**src/rtl/qei_sample_ctrl_if.sv**
```systemverilog
// Register-file / quadrature-counter side bundle for qei_sample_ctrl.
// master = register file + counter block, slave = qei_sample_ctrl.
interface qei_sample_ctrl_if;
    logic        ENABLE;
    logic [31:0] PERIOD_Set;
    logic [3:0]  HOST_CLEAR_Set;
    logic [31:0] CH0_COUNT;
    logic [31:0] CH1_COUNT;
    logic [31:0] CH2_COUNT;
    logic [31:0] CH3_COUNT;
    logic [31:0] QEI_CLEAR_Out;
    logic [31:0] VEL_CH0_Read;
    logic [31:0] VEL_CH1_Read;
    logic [31:0] VEL_CH2_Read;
    logic [31:0] VEL_CH3_Read;
    logic [31:0] POS_CH0_Read;
    logic [31:0] POS_CH1_Read;
    logic [31:0] POS_CH2_Read;
    logic [31:0] POS_CH3_Read;
    logic [15:0] SAMPLE_SEQ;
    logic        SAMPLE_DONE;
    logic        BUSY;
    logic        OVERRUN;

    modport master (
        output ENABLE, PERIOD_Set, HOST_CLEAR_Set,
        output CH0_COUNT, CH1_COUNT, CH2_COUNT, CH3_COUNT,
        input  QEI_CLEAR_Out,
        input  VEL_CH0_Read, VEL_CH1_Read, VEL_CH2_Read, VEL_CH3_Read,
        input  POS_CH0_Read, POS_CH1_Read, POS_CH2_Read, POS_CH3_Read,
        input  SAMPLE_SEQ, SAMPLE_DONE, BUSY, OVERRUN
    );

    modport slave (
        input  ENABLE, PERIOD_Set, HOST_CLEAR_Set,
        input  CH0_COUNT, CH1_COUNT, CH2_COUNT, CH3_COUNT,
        output QEI_CLEAR_Out,
        output VEL_CH0_Read, VEL_CH1_Read, VEL_CH2_Read, VEL_CH3_Read,
        output POS_CH0_Read, POS_CH1_Read, POS_CH2_Read, POS_CH3_Read,
        output SAMPLE_SEQ, SAMPLE_DONE, BUSY, OVERRUN
    );
endinterface

```
**src/rtl/qei_sample_ctrl.sv**
```systemverilog
// qei_sample_ctrl: periodic coherent snapshot of 4 quadrature counts,
// per-channel velocity via one shared subtractor, host clear arbitration.
// Ports: CLK, RST_n (async, active-low), bus (qei_sample_ctrl_if.slave):
//   ENABLE, PERIOD_Set, HOST_CLEAR_Set, CH0..3_COUNT in;
//   QEI_CLEAR_Out, VEL/POS_CH0..3_Read, SAMPLE_SEQ, SAMPLE_DONE,
//   BUSY, OVERRUN out.
// Optional: define QEI_VEL_SAT_EN to clamp velocity to +/-VEL_MAX.
module qei_sample_ctrl #(
    parameter logic [31:0] PERIOD_MIN = 32'd8,
    parameter logic [31:0] VEL_MAX    = 32'h0000_FFFF
) (
    input logic              CLK,
    input logic              RST_n,
    qei_sample_ctrl_if.slave bus
);

    localparam logic [2:0] ST_IDLE  = 3'd0;
    localparam logic [2:0] ST_LATCH = 3'd1;
    localparam logic [2:0] ST_DIFF0 = 3'd2;
    localparam logic [2:0] ST_DIFF1 = 3'd3;
    localparam logic [2:0] ST_DIFF2 = 3'd4;
    localparam logic [2:0] ST_DIFF3 = 3'd5;
    localparam logic [2:0] ST_DONE  = 3'd6;

    logic [2:0]  state_q, state_d;
    logic [31:0] timer_q, timer_d;
    logic        tick_pend_q, tick_pend_d;
    logic        ovr_q, ovr_d;
    logic        prime_q, prime_d;
    logic [3:0]  hc_prev_q, hc_prev_d;
    logic [3:0]  pend_q, pend_d;
    logic [3:0]  clr_q, clr_d;
    logic [15:0] seq_q, seq_d;
    logic [31:0] snap_q [4];
    logic [31:0] snap_d [4];
    logic [31:0] prev_q [4];
    logic [31:0] prev_d [4];
    logic [31:0] vel_q  [4];
    logic [31:0] vel_d  [4];
    logic [31:0] pos_q  [4];
    logic [31:0] pos_d  [4];

    logic [31:0] cnt [4];
    logic [31:0] p_eff;
    logic        tick_now;
    logic        busy;
    logic [3:0]  rise;
    logic        issue;
    logic [2:0]  idx_w;
    logic [1:0]  idx;
    logic [31:0] diff;
    logic [31:0] d_lim;
    logic [31:0] vel_new;

    assign cnt[0] = bus.CH0_COUNT;
    assign cnt[1] = bus.CH1_COUNT;
    assign cnt[2] = bus.CH2_COUNT;
    assign cnt[3] = bus.CH3_COUNT;

    assign busy  = (state_q != ST_IDLE);
    assign p_eff = (bus.PERIOD_Set < PERIOD_MIN) ? PERIOD_MIN
                                                 : bus.PERIOD_Set;
    // >= rather than == so a period shrunk below the running count
    // wraps at once instead of running to 2^32.
    assign tick_now = bus.ENABLE && (timer_q >= (p_eff - 32'd1));

    assign rise  = bus.HOST_CLEAR_Set & ~hc_prev_q;
    assign issue = (state_q == ST_IDLE) && (pend_q != 4'd0)
                   && (clr_q == 4'd0);

    // Shared subtractor: channel selected by DIFFn state offset.
    assign idx_w = state_q - ST_DIFF0;
    assign idx   = idx_w[1:0];
    assign diff  = snap_q[idx] - prev_q[idx];

`ifdef QEI_VEL_SAT_EN
    localparam logic signed [31:0] VMAX_S = VEL_MAX;
    localparam logic signed [31:0] VMIN_S = -VMAX_S;
    logic signed [31:0] diff_s;
    assign diff_s = $signed(diff);
    always_comb begin
        d_lim = diff;
        if (diff_s > VMAX_S) begin
            d_lim = VMAX_S;
        end else if (diff_s < VMIN_S) begin
            d_lim = VMIN_S;
        end
    end
`else
    assign d_lim = diff;
`endif

    assign vel_new = prime_q ? 32'd0 : d_lim;

    always_comb begin
        state_d     = state_q;
        timer_d     = timer_q;
        tick_pend_d = tick_pend_q;
        ovr_d       = ovr_q;
        prime_d     = prime_q;
        hc_prev_d   = bus.HOST_CLEAR_Set;
        clr_d       = 4'd0;
        seq_d       = seq_q;
        for (int i = 0; i < 4; i++) begin
            snap_d[i] = snap_q[i];
            prev_d[i] = prev_q[i];
            vel_d[i]  = vel_q[i];
            pos_d[i]  = pos_q[i];
        end

        // A coincident rising edge survives the issue clear.
        pend_d = (issue ? 4'd0 : pend_q) | rise;
        if (issue) begin
            clr_d = pend_q;
            for (int i = 0; i < 4; i++) begin
                if (pend_q[i]) begin
                    prev_d[i] = 32'd0;
                end
            end
        end

        if (!bus.ENABLE) begin
            timer_d = 32'd0;
        end else if (tick_now) begin
            timer_d = 32'd0;
        end else begin
            timer_d = timer_q + 32'd1;
        end

        if (tick_now) begin
            if (tick_pend_q || busy) begin
                ovr_d = 1'b1;
            end else begin
                tick_pend_d = 1'b1;
            end
        end

        unique case (state_q)
            ST_IDLE: begin
                if (tick_pend_q && (pend_q == 4'd0)
                    && (clr_q == 4'd0)) begin
                    state_d = ST_LATCH;
                end
            end
            ST_LATCH: begin
                for (int i = 0; i < 4; i++) begin
                    snap_d[i] = cnt[i];
                    pos_d[i]  = cnt[i];
                end
                tick_pend_d = 1'b0;
                state_d     = ST_DIFF0;
            end
            ST_DIFF0, ST_DIFF1, ST_DIFF2, ST_DIFF3: begin
                vel_d[idx]  = vel_new;
                prev_d[idx] = snap_q[idx];
                if (state_q == ST_DIFF3) begin
                    // Count lands with the SAMPLE_DONE pulse.
                    seq_d   = seq_q + 16'd1;
                    state_d = ST_DONE;
                end else begin
                    state_d = state_q + 3'd1;
                end
            end
            ST_DONE: begin
                prime_d = 1'b0;
                state_d = ST_IDLE;
            end
            default: begin
                state_d = ST_IDLE;
            end
        endcase

        if (!bus.ENABLE) begin
            prime_d = 1'b1;
        end
    end

    always_ff @(posedge CLK or negedge RST_n) begin
        if (!RST_n) begin
            state_q     <= ST_IDLE;
            timer_q     <= 32'd0;
            tick_pend_q <= 1'b0;
            ovr_q       <= 1'b0;
            prime_q     <= 1'b1;
            hc_prev_q   <= 4'd0;
            pend_q      <= 4'd0;
            clr_q       <= 4'd0;
            seq_q       <= 16'd0;
            for (int i = 0; i < 4; i++) begin
                snap_q[i] <= 32'd0;
                prev_q[i] <= 32'd0;
                vel_q[i]  <= 32'd0;
                pos_q[i]  <= 32'd0;
            end
        end else begin
            state_q     <= state_d;
            timer_q     <= timer_d;
            tick_pend_q <= tick_pend_d;
            ovr_q       <= ovr_d;
            prime_q     <= prime_d;
            hc_prev_q   <= hc_prev_d;
            pend_q      <= pend_d;
            clr_q       <= clr_d;
            seq_q       <= seq_d;
            for (int i = 0; i < 4; i++) begin
                snap_q[i] <= snap_d[i];
                prev_q[i] <= prev_d[i];
                vel_q[i]  <= vel_d[i];
                pos_q[i]  <= pos_d[i];
            end
        end
    end

    assign bus.QEI_CLEAR_Out = {28'd0, clr_q};
    assign bus.VEL_CH0_Read  = vel_q[0];
    assign bus.VEL_CH1_Read  = vel_q[1];
    assign bus.VEL_CH2_Read  = vel_q[2];
    assign bus.VEL_CH3_Read  = vel_q[3];
    assign bus.POS_CH0_Read  = pos_q[0];
    assign bus.POS_CH1_Read  = pos_q[1];
    assign bus.POS_CH2_Read  = pos_q[2];
    assign bus.POS_CH3_Read  = pos_q[3];
    assign bus.SAMPLE_SEQ    = seq_q;
    assign bus.SAMPLE_DONE   = (state_q == ST_DONE);
    assign bus.BUSY          = busy;
    assign bus.OVERRUN       = ovr_q;

endmodule
```
**src/flat_wrapper.sv**
```systemverilog
// flat-port wrapper written by rule: the top's interface ports become plain ports
module qei_sample_ctrl_flat 
#(
    parameter logic [31:0] PERIOD_MIN = 32'd8,
    parameter logic [31:0] VEL_MAX    = 32'h0000_FFFF
)
  (CLK, RST_n, bus_ENABLE, bus_PERIOD_Set, bus_HOST_CLEAR_Set, bus_CH0_COUNT, bus_CH1_COUNT, bus_CH2_COUNT, bus_CH3_COUNT, bus_QEI_CLEAR_Out, bus_VEL_CH0_Read, bus_VEL_CH1_Read, bus_VEL_CH2_Read, bus_VEL_CH3_Read, bus_POS_CH0_Read, bus_POS_CH1_Read, bus_POS_CH2_Read, bus_POS_CH3_Read, bus_SAMPLE_SEQ, bus_SAMPLE_DONE, bus_BUSY, bus_OVERRUN);
  qei_sample_ctrl_if bus_i ();
  input logic CLK;
  input logic RST_n;
  input wire logic [$bits(bus_i.ENABLE)-1:0] bus_ENABLE;
  input wire logic [$bits(bus_i.PERIOD_Set)-1:0] bus_PERIOD_Set;
  input wire logic [$bits(bus_i.HOST_CLEAR_Set)-1:0] bus_HOST_CLEAR_Set;
  input wire logic [$bits(bus_i.CH0_COUNT)-1:0] bus_CH0_COUNT;
  input wire logic [$bits(bus_i.CH1_COUNT)-1:0] bus_CH1_COUNT;
  input wire logic [$bits(bus_i.CH2_COUNT)-1:0] bus_CH2_COUNT;
  input wire logic [$bits(bus_i.CH3_COUNT)-1:0] bus_CH3_COUNT;
  output wire logic [$bits(bus_i.QEI_CLEAR_Out)-1:0] bus_QEI_CLEAR_Out;
  output wire logic [$bits(bus_i.VEL_CH0_Read)-1:0] bus_VEL_CH0_Read;
  output wire logic [$bits(bus_i.VEL_CH1_Read)-1:0] bus_VEL_CH1_Read;
  output wire logic [$bits(bus_i.VEL_CH2_Read)-1:0] bus_VEL_CH2_Read;
  output wire logic [$bits(bus_i.VEL_CH3_Read)-1:0] bus_VEL_CH3_Read;
  output wire logic [$bits(bus_i.POS_CH0_Read)-1:0] bus_POS_CH0_Read;
  output wire logic [$bits(bus_i.POS_CH1_Read)-1:0] bus_POS_CH1_Read;
  output wire logic [$bits(bus_i.POS_CH2_Read)-1:0] bus_POS_CH2_Read;
  output wire logic [$bits(bus_i.POS_CH3_Read)-1:0] bus_POS_CH3_Read;
  output wire logic [$bits(bus_i.SAMPLE_SEQ)-1:0] bus_SAMPLE_SEQ;
  output wire logic [$bits(bus_i.SAMPLE_DONE)-1:0] bus_SAMPLE_DONE;
  output wire logic [$bits(bus_i.BUSY)-1:0] bus_BUSY;
  output wire logic [$bits(bus_i.OVERRUN)-1:0] bus_OVERRUN;
  assign bus_i.ENABLE = bus_ENABLE;
  assign bus_i.PERIOD_Set = bus_PERIOD_Set;
  assign bus_i.HOST_CLEAR_Set = bus_HOST_CLEAR_Set;
  assign bus_i.CH0_COUNT = bus_CH0_COUNT;
  assign bus_i.CH1_COUNT = bus_CH1_COUNT;
  assign bus_i.CH2_COUNT = bus_CH2_COUNT;
  assign bus_i.CH3_COUNT = bus_CH3_COUNT;
  assign bus_QEI_CLEAR_Out = bus_i.QEI_CLEAR_Out;
  assign bus_VEL_CH0_Read = bus_i.VEL_CH0_Read;
  assign bus_VEL_CH1_Read = bus_i.VEL_CH1_Read;
  assign bus_VEL_CH2_Read = bus_i.VEL_CH2_Read;
  assign bus_VEL_CH3_Read = bus_i.VEL_CH3_Read;
  assign bus_POS_CH0_Read = bus_i.POS_CH0_Read;
  assign bus_POS_CH1_Read = bus_i.POS_CH1_Read;
  assign bus_POS_CH2_Read = bus_i.POS_CH2_Read;
  assign bus_POS_CH3_Read = bus_i.POS_CH3_Read;
  assign bus_SAMPLE_SEQ = bus_i.SAMPLE_SEQ;
  assign bus_SAMPLE_DONE = bus_i.SAMPLE_DONE;
  assign bus_BUSY = bus_i.BUSY;
  assign bus_OVERRUN = bus_i.OVERRUN;
  qei_sample_ctrl #(.PERIOD_MIN(PERIOD_MIN), .VEL_MAX(VEL_MAX)) u_core (.CLK(CLK), .RST_n(RST_n), .bus(bus_i));
endmodule
```
**config.mk**
```make
export PLATFORM = sky130hd
export DESIGN_NAME = qei_sample_ctrl_flat
export DESIGN_NICKNAME = d
export VERILOG_FILES = /design/src/rtl/qei_sample_ctrl_if.sv /design/src/rtl/qei_sample_ctrl.sv /design/src/flat_wrapper.sv
export SDC_FILE = /design/constraint.sdc
export NUM_CORES = 1
export LEC_CHECK = 0
export BUFFER_PORTS_ARGS = -buffer_cell sky130_fd_sc_hd__buf_4
export CAP_MARGIN = 10
export CORE_ASPECT_RATIO = 1.4
export CORE_UTILIZATION = 40
export DETAILED_ROUTE_END_ITERATION = 8
export PLACE_DENSITY_LB_ADDON = 0.12
export SKIP_CTS_REPAIR_TIMING = 1
export SLEW_MARGIN = 15
export SYNTH_ARGS = -nofsm -noshare
export SYNTH_HDL_FRONTEND = slang
export SYNTH_SLANG_ARGS = --single-unit
```
**constraint.sdc**
```tcl
create_clock -name CLK -period 14.26 [get_ports CLK]
set_input_delay 0.713 -clock CLK [delete_from_list [all_inputs] [get_ports CLK]]
set_output_delay 0.713 -clock CLK [all_outputs]
set_load 0.005 [all_outputs]
```
# == Word-level counts from Yosys, hierarchy flattened ==
# Cells that the tools add are included.
# totals
inputBits,167
out_inout_bits,307
word_cells,91
register_bits,450
# classes
addsub,6
mux,30
reduce_logical,17
magnitude_cmp,4
eq_ne,9
bitwise,4
# ops
cell,count
$mux 32,13
$bwmux 128,2
$mux 128,2
$bmux 32 s2,2
$demux 32 s2,1
$add 32x1->32 const B,1
$ge 32x32->1,1
$lt 32x4->1 const B,1
$sub 32x1->32 const B,1
$sub 32x32->32,1
$add 16x1->16 const B,1
$eq 3x3->1 const B,3
$pmux 3 s3,1
$logic_not 4->1,2
$mux 4,2
$eq 3x2->1 const B,2
$logic_and 1x1->1,6
$mux 3,2
$reduce_and 2->1,3
$mux 1,5
$and 4x4->4,1
$ne 2x2->1 const B,2
$not 4->4,1
$or 4x4->4,1
other kinds (13),13

# == Depth between registers and ports, before layout ==
# Gate-level depths: netlist of the first run.
# logic_depth
ltp_word,8
mapped_depth,21
ltp_nobuf,19

# == Least setup slack after synthesis of the first run ==
# Ideal clock, no wire load.
# synth_timing
kind,input to register
startpoint,input port bus_PERIOD_Set[8]
endpoint,register u_core.timer_q[23]
stages,21
slack_ns,9.074
path_buffers,2
setup_ns,0.132
required_ns,14.128
t_arrival_ns,5.054
path_cell_list,or4_1 > or3_1 > buf_6 > nor4b_2 > nand3_1 > nand2_1 > ha_1 > nor4b_1 > nand2_1 > or3_1 > nor3_1 > xnor2_1 > ha_1 > nand2_1 > nor2_1 > nand2_1 > nor4_1 > o31ai_1 > nand4_1 > clkbuf_1 > nor2_1
# synth_via
elab_chain_cells,7
# synth_lines
element,line,text
from (decl),flat_wrapper.sv:12,input wire logic [$bits(bus_i.PERIOD_Set)-1:0] bus_PERIOD_Set;
$lt 32x4->1,qei_sample_ctrl.sv:61,assign p_eff = (bus.PERIOD_Set < PERIOD_MIN) ? PERIOD_MIN
$mux 32 (*),qei_sample_ctrl.sv:61,
$sub 32x1->32 (*),qei_sample_ctrl.sv:65,assign tick_now = bus.ENABLE && (timer_q >= (p_eff - 32'd1));
$ge 32x32->1 (*),qei_sample_ctrl.sv:65,
$logic_and 1x1->1 (*),qei_sample_ctrl.sv:65,
$mux 32 (*),qei_sample_ctrl.sv:124,end else if (tick_now) begin
$mux 32 (*),qei_sample_ctrl.sv:122,if (!bus.ENABLE) begin
named net u_core.timer_d[23],qei_sample_ctrl.sv:26,"logic [31:0] timer_q, timer_d;"
to (signal assigned),qei_sample_ctrl.sv:197,timer_q <= timer_d;
to (decl),qei_sample_ctrl.sv:26,
# Mark *: on every way through the listed nets, which the timed path passes. The rest lies on a longest branch.
# A chain may end at the register's enable or synchronous reset.

# == Worst setup path after layout of the first run ==
# layout_timing
startpoint,register u_core.state_q[0]
endpoint,"register u_core.vel_q, in the netlist u_core.bus.VEL_CH0_Read[30]"
# layout_via
elab_chain_cells,8
word_cells_on_any_way,21
classes_between,add/sub: 2; order compare: 2; eq/ne: 4; mux: 10; bitwise: 1; reduce/logical: 2
# layout_lines
element,line,text
from (decl),qei_sample_ctrl.sv:25,"logic [2:0] state_q, state_d;"
from (signal assigned),qei_sample_ctrl.sv:196,state_q <= state_d;
$sub 2x2->2,qei_sample_ctrl.sv:72,assign idx_w = state_q - ST_DIFF0;
$not 2->3 (implied by the code),"qei_sample_ctrl.sv:74, qei_sample_ctrl.sv:154",
$bmux 32 s2,qei_sample_ctrl.sv:74,assign diff = snap_q[idx] - prev_q[idx];
$mux 32 (implied by the code) (2 in series),qei_sample_ctrl.sv:74,
$sub 32x32->32,qei_sample_ctrl.sv:74,
$mux 32,qei_sample_ctrl.sv:93,assign vel_new = prime_q ? 32'd0 : d_lim;
$bwmux 128,qei_sample_ctrl.sv:154,vel_d[idx] = vel_new;
"to (signal, indexed assignment)",qei_sample_ctrl.sv:208,vel_q[i] <= vel_d[i];
to (decl),qei_sample_ctrl.sv:38,logic [31:0] vel_q [4];
# Several ways; a longest one is shown, not always the timed one. The select of a mux whose other input is x is not followed.

==> flow_summary.json, run 1 <==
{
  "result_of_the_run": "completed",
  "power_spent_charging_and_discharging_nets_w": 0.00307,
  "htreeDepth": 2,
  "power_frac_comb": 0.539,
  "timing.final.setup_violations": 0,
  "p_per_area_nw_per_um2": 255,
  "syn-instance-count": 2081,
  "tritoncts": "yes",
  "clkTransAtPathRegs_ns": 0.06,
  "postPlaceCellArea_um2": 26000,
  "cap_viol_max_count": 0,
  "avgSynthCellArea_um2": 10.6,
  "layout.core_utilization": 0.506,
  "sum_of_overflow_across_all_layers_after_global_routing": 0,
  "totalWireLength_mm": 67.2,
  "flow.area_growth_from_synthesis_pct": 24.5,
  "clkSinkCount": 450,
  "worst_slew_pin_slew_ns": 1.08,
  "worst_clock_skew_ns": 0.0269,
  "dr_total_vias": 17100,
  "placeableCoreArea_um2": 54300,
  "critical_path.startpoint_type": "register",
  "routedWlPerCell_um": 20.8,
  "ant_nets": 0,
  "kind_of_capture_point_of_the_worst_setup_path": "register",
  "timing.final.crit_share": 0.384,
  "start_util": 0.406,
  "cell_count_after_placement": 3162,
  "switching_share": 0.438,
  "ios": 474,
  "timing_hold_violations_final": 0,
  "yosys_warnings": 0,
  "die-height_um": 280,
  "fin_cells": 3239,
  "drv_slew": 0,
  "mostFrequentLayoutCell": "sky130_fd_sc_hd__nand2_1",
  "numCtsBuffers": 47,
  "pin_count_of_the_biggest_net_entering_global_routing": 173,
  "insertion_delay_to_the_later_sink_of_the_worst_skew_pair_ns": 0.59,
  "layout.cells.most_common_list": "487 x sky130_fd_sc_hd__nand2_1, 464 x sky130_fd_sc_hd__buf_4, 447 x sky130_fd_sc_hd__dfrtp_1",
  "floorplan.die_area_um2": 56100,
  "grt_pass1_vias": 17800,
  "max_slew_margin": 0.283,
  "gr-usage-all-layers": 0.239,
  "fin_area_um2": 27500,
  "n_antenna_cell": 0,
  "drc": 0,
  "fin_crit_ns": 5.48,
  "gp_routability_congestion": 0.880,
  "root_buffer": "sky130_fd_sc_hd__clkbuf_16",
  "synth_sequential_area_ratio": 0.510,
  "antenna_violations_before_repair": 0,
  "p_total_w": 0.00701,
  "worstPathRequired_ns": 14.73,
  "setup_tns_ns": 0,
  "dpl_wire_length_mm": 47.2,
  "core.rowCount": 101,
  "mappedNetlistArea_um2": 22100,
  "initialDrtViolationCount": 761,
  "ys.flop_type": "sky130_fd_sc_hd__dfrtp_1",
  "sequential_share_of_power": 0.290,
  "vias_per_cell": 5.29,
  "synth_edf_count": 0,
  "timing_worst_setup_path_type": "register to register",
  "ctsLongestPathBuffers": 3,
  "die_width_um": 200,
  "timing.fmax_ghz": 0.183,
  "grt_pass1_wl_mm": 105,
  "critPathMaxFanout": 42,
  "clockPowerShare": 0.172,
  "max-vdd-ir-drop_uv": 121,
  "synth-async-reset-ratio": 1.00,
  "total_leakage_power_nw": 13.4,
  "timing.hold.worst.class": "primary input to async pin",
  "firstDrtPassIters": 5,
  "yosysUniqueCellTypes": 73,
  "postSynthRegisterBits": 450,
  "layout_nets": 2729,
  "port_buffers": 445,
  "arrival_ns": 5.94,
  "cell_internal_pwr_w": 0.00394,
  "share_of_layout_cells_above_drive_strength_1": 0.302,
  "grt_setup_unrepaired": "false"
}
-- kinds of logic after synthesis --
kind of cell	synth area share
xor gates and xnor gates	0.0393
adders and majority gates	0.0412
AOI/OAI and AO/OA	0.0663
and+or+nand+nor	0.171
muxes	0.135
other	0.000170
buffers and inverters	0.0372
DFF	0.510
-- registers in the layout, indices dropped and copies added, names as in the netlist, 16 cells and up --
signal / cells
u_core.bus.VEL_CH1_Read: 32
u_core.bus.VEL_CH0_Read: 32
u_core.timer_q: 32
u_core.bus.VEL_CH2_Read: 32
u_core.snap_q: 128
u_core.prev_q: 128
u_core.bus.SAMPLE_SEQ: 16
u_core.bus.VEL_CH3_Read: 32
-- metrics by stage --
step	hold WS [ns]	setup WS, ns
global placement	0.412	8.54
global route	0.206	8.33
CTS	0.198	8.67
finish	0.213	8.78
floorplan	0.400	9.07
detailed placement	0.413	8.39
-- power by group through the flow --
stage                     logic [W]  registers [W]  clock network [W]
after global routing        0.00414        0.00209            0.00128
after floorplan             0.00248        0.00191                  0
after global placement      0.00373        0.00204                  0
after CTS                   0.00379        0.00204            0.00124
final                       0.00378        0.00203            0.00120
after detailed placement    0.00378        0.00206                  0
-- worst max-delay path, cell delays in order, from the launching register on --
cell and delay, ns:
sky130_fd_sc_hd__dfrtp_4 1.02, sky130_fd_sc_hd__buf_4 0.62, sky130_fd_sc_hd__mux4_2 0.59, sky130_fd_sc_hd__inv_1 0.15
sky130_fd_sc_hd__ha_1 0.19, sky130_fd_sc_hd__inv_1 0.06, sky130_fd_sc_hd__fa_1 0.40, sky130_fd_sc_hd__a21o_1 0.20
sky130_fd_sc_hd__a221oi_2 0.35, sky130_fd_sc_hd__o221a_2 0.33, sky130_fd_sc_hd__o32ai_1 0.17, sky130_fd_sc_hd__a21oi_1 0.51
sky130_fd_sc_hd__nor4_1 0.11, sky130_fd_sc_hd__a211o_1 0.35, sky130_fd_sc_hd__mux2_2 0.29
-- cells in the mapped netlist (43+ instances only) --
| cell | n | area, um2 |
|---|---|---|
| sky130_fd_sc_hd__nand2_1 | 495 | 1860 |
| sky130_fd_sc_hd__dfrtp_1 | 449 | 11200 |
| sky130_fd_sc_hd__nand3_1 | 152 | 761 |
| sky130_fd_sc_hd__mux2_2 | 135 | 1520 |
| sky130_fd_sc_hd__clkbuf_1 | 88 | 330 |
| sky130_fd_sc_hd__nor2_1 | 87 | 327 |
| sky130_fd_sc_hd__ha_1 | 71 | 888 |
| sky130_fd_sc_hd__mux4_2 | 64 | 1440 |
| sky130_fd_sc_hd__xnor2_1 | 56 | 490 |
| sky130_fd_sc_hd__inv_1 | 55 | 206 |
| sky130_fd_sc_hd__o21ai_0 | 53 | 265 |
| sky130_fd_sc_hd__xor2_1 | 43 | 377 |
-- final timing paths --
check                                           start                     endpoint  slack (ns)  cells after the start
max in group asynchronous                       RST_n            u_core.state_q[0]       12.26                      2
min in group CLK                bus_HOST_CLEAR_Set[3]          u_core.hc_prev_q[3]        0.24                      1
worst min-delay path                            RST_n           u_core.snap_q[121]        0.21                      1
worst min register to register    u_core.hc_prev_q[3]             u_core.pend_q[3]        0.41                      1
worst max-delay path                u_core.state_q[0]  u_core.bus.VEL_CH0_Read[30]        8.78                     14
worst max register to register      u_core.state_q[0]  u_core.bus.VEL_CH0_Read[30]        8.78                     14
-- metal layers --
metal,vias up,GRT usage,wire [um]
met5,-,0,0
met4,0,0.0662,1660
met3,81,0.0492,4050
met2,556,0.414,33500
met1,8528,0.303,28000
li1,7973,-,-
-- final cells by class --
class / count / area (um2)
Clock inverter: 10 / 129
Clock buffer: 67 / 1340
Multi-Input combinational cell: 1470 / 10100
Inverter: 55 / 206
Tap cell: 721 / 902
Sequential cell: 450 / 11300
Timing Repair Buffer: 466 / 3520
Fill cell: 4994 / 26900
No activity file was read; power rests on OpenSTA's default activity.
==> inputs of run 2 (changes only) <==
ABC_AREA = 1   (was not set)
clock period = 5.7 ns   (was 14.26 ns; I/O delays follow)
==> run 2 against run 1 <==
  * Via count is 34% higher
  * Global-route usage is 3.1 points higher
  * Die area is 8.5% higher
  * Combinational power grew to 2.6 times the previous value
  * Wire length is 24% higher
  * Flip-flop and latch count stayed put
  * Maximum frequency is 39% higher
  * First-iteration DRC count is 110% higher
  * Largest cell class unchanged
  * Hold slack worse by 0.18 ns
  * Synthesized cell count is 52% higher
==> flow_summary.json, run 2 <==
{
  "insertion_delay_to_the_later_sink_of_the_worst_skew_pair_ns": 0.60,
  "cp-startpoint": "u_core.state_q[0]",
  "p_total_w": 0.0178,
  "sum_of_overflow_across_all_layers_after_global_routing": 0,
  "ys.flop_type": "sky130_fd_sc_hd__dfrtp_1",
  "biggest_cell_delay_along_the_critical_path_ns": 0.65,
  "max_slew_margin": 0.343,
  "cell_types_with_the_largest_area_share_after_synthesis": "sky130_fd_sc_hd__dfrtp_1 47%, sky130_fd_sc_hd__nand2_1 19%, sky130_fd_sc_hd__nand3_1 5.5%",
  "critical_path.cell_chain": "inv_4 -> buf_12 -> nand2_1 -> nand3_1 -> nand2_1 -> inv_1 -> ha_1 -> nand2_1 -> inv_1 -> a21oi_1 -> nand2_1 -> nand2_1 -> nand2_1 -> or2_2 -> nand3_1 -> o21ai_0",
  "kind_of_capture_point_of_the_worst_setup_path": "register",
  "dr_total_vias": 23000,
  "vias_per_cell": 5.18,
  "synth_sequential_area_ratio": 0.470,
  "dpl_wire_length_mm": 60.4,
  "fin_crit_ns": 3.93,
  "clkTransAtPathRegs_ns": 0.07,
  "cell_accounting_for_the_most_synthesized_area": "sky130_fd_sc_hd__dfrtp_1",
  "die-height_um": 292,
  "tritoncts": "yes",
  "reg2reg_setup_slack_ns": 1.77,
  "grt_pass1_vias": 22200,
  "drc": 0,
  "synth-async-reset-ratio": 1.00,
  "flow.area_growth_from_synthesis_pct": 28.1,
  "synth_top_cell_area_share": 0.469,
  "result_of_the_run": "completed",
  "htreeDepth": 2,
  "worst_r2r_path_depth": 16,
  "grt_pass1_wl_mm": 130,
  "numCtsBuffers": 46,
  "totalWireLength_mm": 83.5,
  "n_antenna_cell": 0,
  "critPathMostFrequentCell": "sky130_fd_sc_hd__nand2_1",
  "r2r-start": "u_core.state_q[0]",
  "cap_viol_max_count": 0,
  "worst_path_dominant_cell_family": "simple AND/OR/NAND/NOR gates",
  "timing_worst_setup_path_type": "register to register",
  "share_of_layout_cells_above_drive_strength_1": 0.163,
  "syn-instance-count": 3159,
  "yosysUniqueCellTypes": 49,
  "timing.final.setup_violations": 0,
  "initialDrtViolationCount": 1624,
  "mappedNetlistArea_um2": 24000,
  "core.rowCount": 105,
  "die_width_um": 209,
  "critical_path_cell_count": 16,
  "synth.most_common_cell": "sky130_fd_sc_hd__nand2_1",
  "slowest_stage": "sky130_fd_sc_hd__dfrtp_4",
  "critical_path.startpoint_type": "register",
  "max-vdd-ir-drop_uv": 374,
  "arrival_ns": 4.35,
  "worst_slew_pin_slew_ns": 0.986,
  "total_leakage_power_nw": 16.0,
  "timing.final.crit_share": 0.689,
  "timing.fmax_ghz": 0.254,
  "mostFrequentLayoutCell": "sky130_fd_sc_hd__nand2_1",
  "cp.buffers_inverters": 4,
  "ctsLongestPathBuffers": 3,
  "start_util": 0.407,
  "drv_slew": 0,
  "reg2reg_to": "u_core.bus.VEL_CH2_Read[15]",
  "timing.hold.worst.class": "primary input to register",
  "yosys_warnings": 0,
  "timing_hold_violations_final": 0,
  "ant_nets": 0,
  "synth_commonest_cells": "1203 x sky130_fd_sc_hd__nand2_1, 449 x sky130_fd_sc_hd__dfrtp_1, 265 x sky130_fd_sc_hd__nand3_1",
  "routedWlPerCell_um": 18.8,
  "floorplan.die_area_um2": 60900,
  "worst_clock_skew_ns": 0.0335,
  "gp_routability_congestion": 0.946,
  "ios": 474,
  "postSynthRegisterBits": 450,
  "pin_count_of_the_biggest_net_entering_global_routing": 160,
  "critPathMaxFanout": 55,
  "root_buffer": "sky130_fd_sc_hd__clkbuf_16",
  "antenna_violations_before_repair": 0,
  "avgSynthCellArea_um2": 7.59,
  "port_buffers": 445,
  "layout.cells.most_common_list": "1200 x sky130_fd_sc_hd__nand2_1, 457 x sky130_fd_sc_hd__buf_4, 448 x sky130_fd_sc_hd__dfrtp_1",
  "fillCellCount": 5614,
  "worstPathRequired_ns": 6.12,
  "p_per_area_nw_per_um2": 581,
  "endpoint": "u_core.bus.VEL_CH2_Read[15]",
  "biggestRegsByFlops": "u_core.prev_q x128, u_core.snap_q x128",
  "synth_edf_count": 0,
  "layout_nets": 3896,
  "firstDrtPassIters": 5,
  "setup_tns_ns": 0,
  "gr-usage-all-layers": 0.271,
  "clkSinkCount": 450,
  "placeableCoreArea_um2": 58900,
  "grt_setup_unrepaired": "false"
}
-- run 2: changes by cell type after synthesis, sizes merged, moves of 64 or more --
cell,delta
inv,+191
mux2,-135
mux4,-64
nand2,+717
nand3,+114
nand4,+69
nor2,+99
o21ai,+161
-- run 2: final cells by class --
cell class / instances / area, um2 / share of cell area
inverter: 248 / 935 / 0.0304
clock inverter: 18 / 199 / 0.00648
sequential: 450 / 11300 / 0.367
clock buffer: 66 / 1360 / 0.0442
multi-input combinational: 2315 / 11100 / 0.362
timing repair buffer: 596 / 4890 / 0.159
tap: 749 / 937 / 0.0305
-- run 2: power by group --
| part | total [W] | leakage [nW] | internal [W] | switching [W] |
|---|---|---|---|---|
| logic | 0.00992 | 9.32 | 0.00324 | 0.00668 |
| registers | 0.00477 | 5.95 | 0.00405 | 0.000727 |
| clock network | 0.00313 | 0.770 | 0.00180 | 0.00134 |
-- run 2: tightest hold or removal path, delay by kind of cell --
family,cells,cell delay (ns)
simple gates,2,0.23
buf+inv,1,0.08
-- run 2: logic make-up (layout without fill, tap and decap cells) --
| family | after synthesis | in the layout | share of synthesized area |
|---|---|---|---|
| other cells | 1 | 28 | 0.000156 |
| compound gates | 349 | 349 | 0.0824 |
| buf+inv | 421 | 928 | 0.0715 |
| xor+xnor | 49 | 49 | 0.0179 |
| flops | 450 | 450 | 0.470 |
| simple gates | 1817 | 1817 | 0.320 |
| fa+ha+maj | 72 | 72 | 0.0379 |
-- run 2: how the worst min path moves through the flow --
| stage | cells after the start | start | to |
|---|---|---|---|
| 2_1_floorplan | 0 | RST_n | u_core.bus.OVERRUN |
| 3_3_place_gp | 1 | RST_n | u_core.timer_q[5] |
| 3_5_place_dp | 1 | RST_n | u_core.timer_q[5] |
| 4_1_cts | 1 | RST_n | u_core.timer_q[0] |
| 5_1_grt | 3 | bus_CH0_COUNT[28] | u_core.snap_q[124] |
| 6_report | 3 | bus_CH2_COUNT[14] | u_core.snap_q[46] |
-- run 2: layer usage --
metal	global-route usage	vias up	share of wire
met1	0.355	10900	0.43
met3	0.0467	116	0.058
met2	0.459	864	0.49
met5	0	-	0
li1	-	11200	-
met4	0.0703	0	0.024
-- run 2: through the flow --
step | utilization | hold slack, ns | cell area [um2] | std cells | setup slack [ns]
2_1_floorplan | - | -0.0106 | 24100 | 3186 | 2.66
3_3_place_gp | 0.473 | 0.322 | 27800 | 4226 | 1.85
3_5_place_dp | 0.473 | 0.338 | 27800 | 4226 | 1.81
4_1_cts | 0.499 | -0.288 | 29400 | 4310 | 1.76
5_1_grt | 0.522 | 0.000566 | 30700 | 4442 | 1.47
6_report | 0.522 | 0.0281 | 30700 | 4442 | 1.77
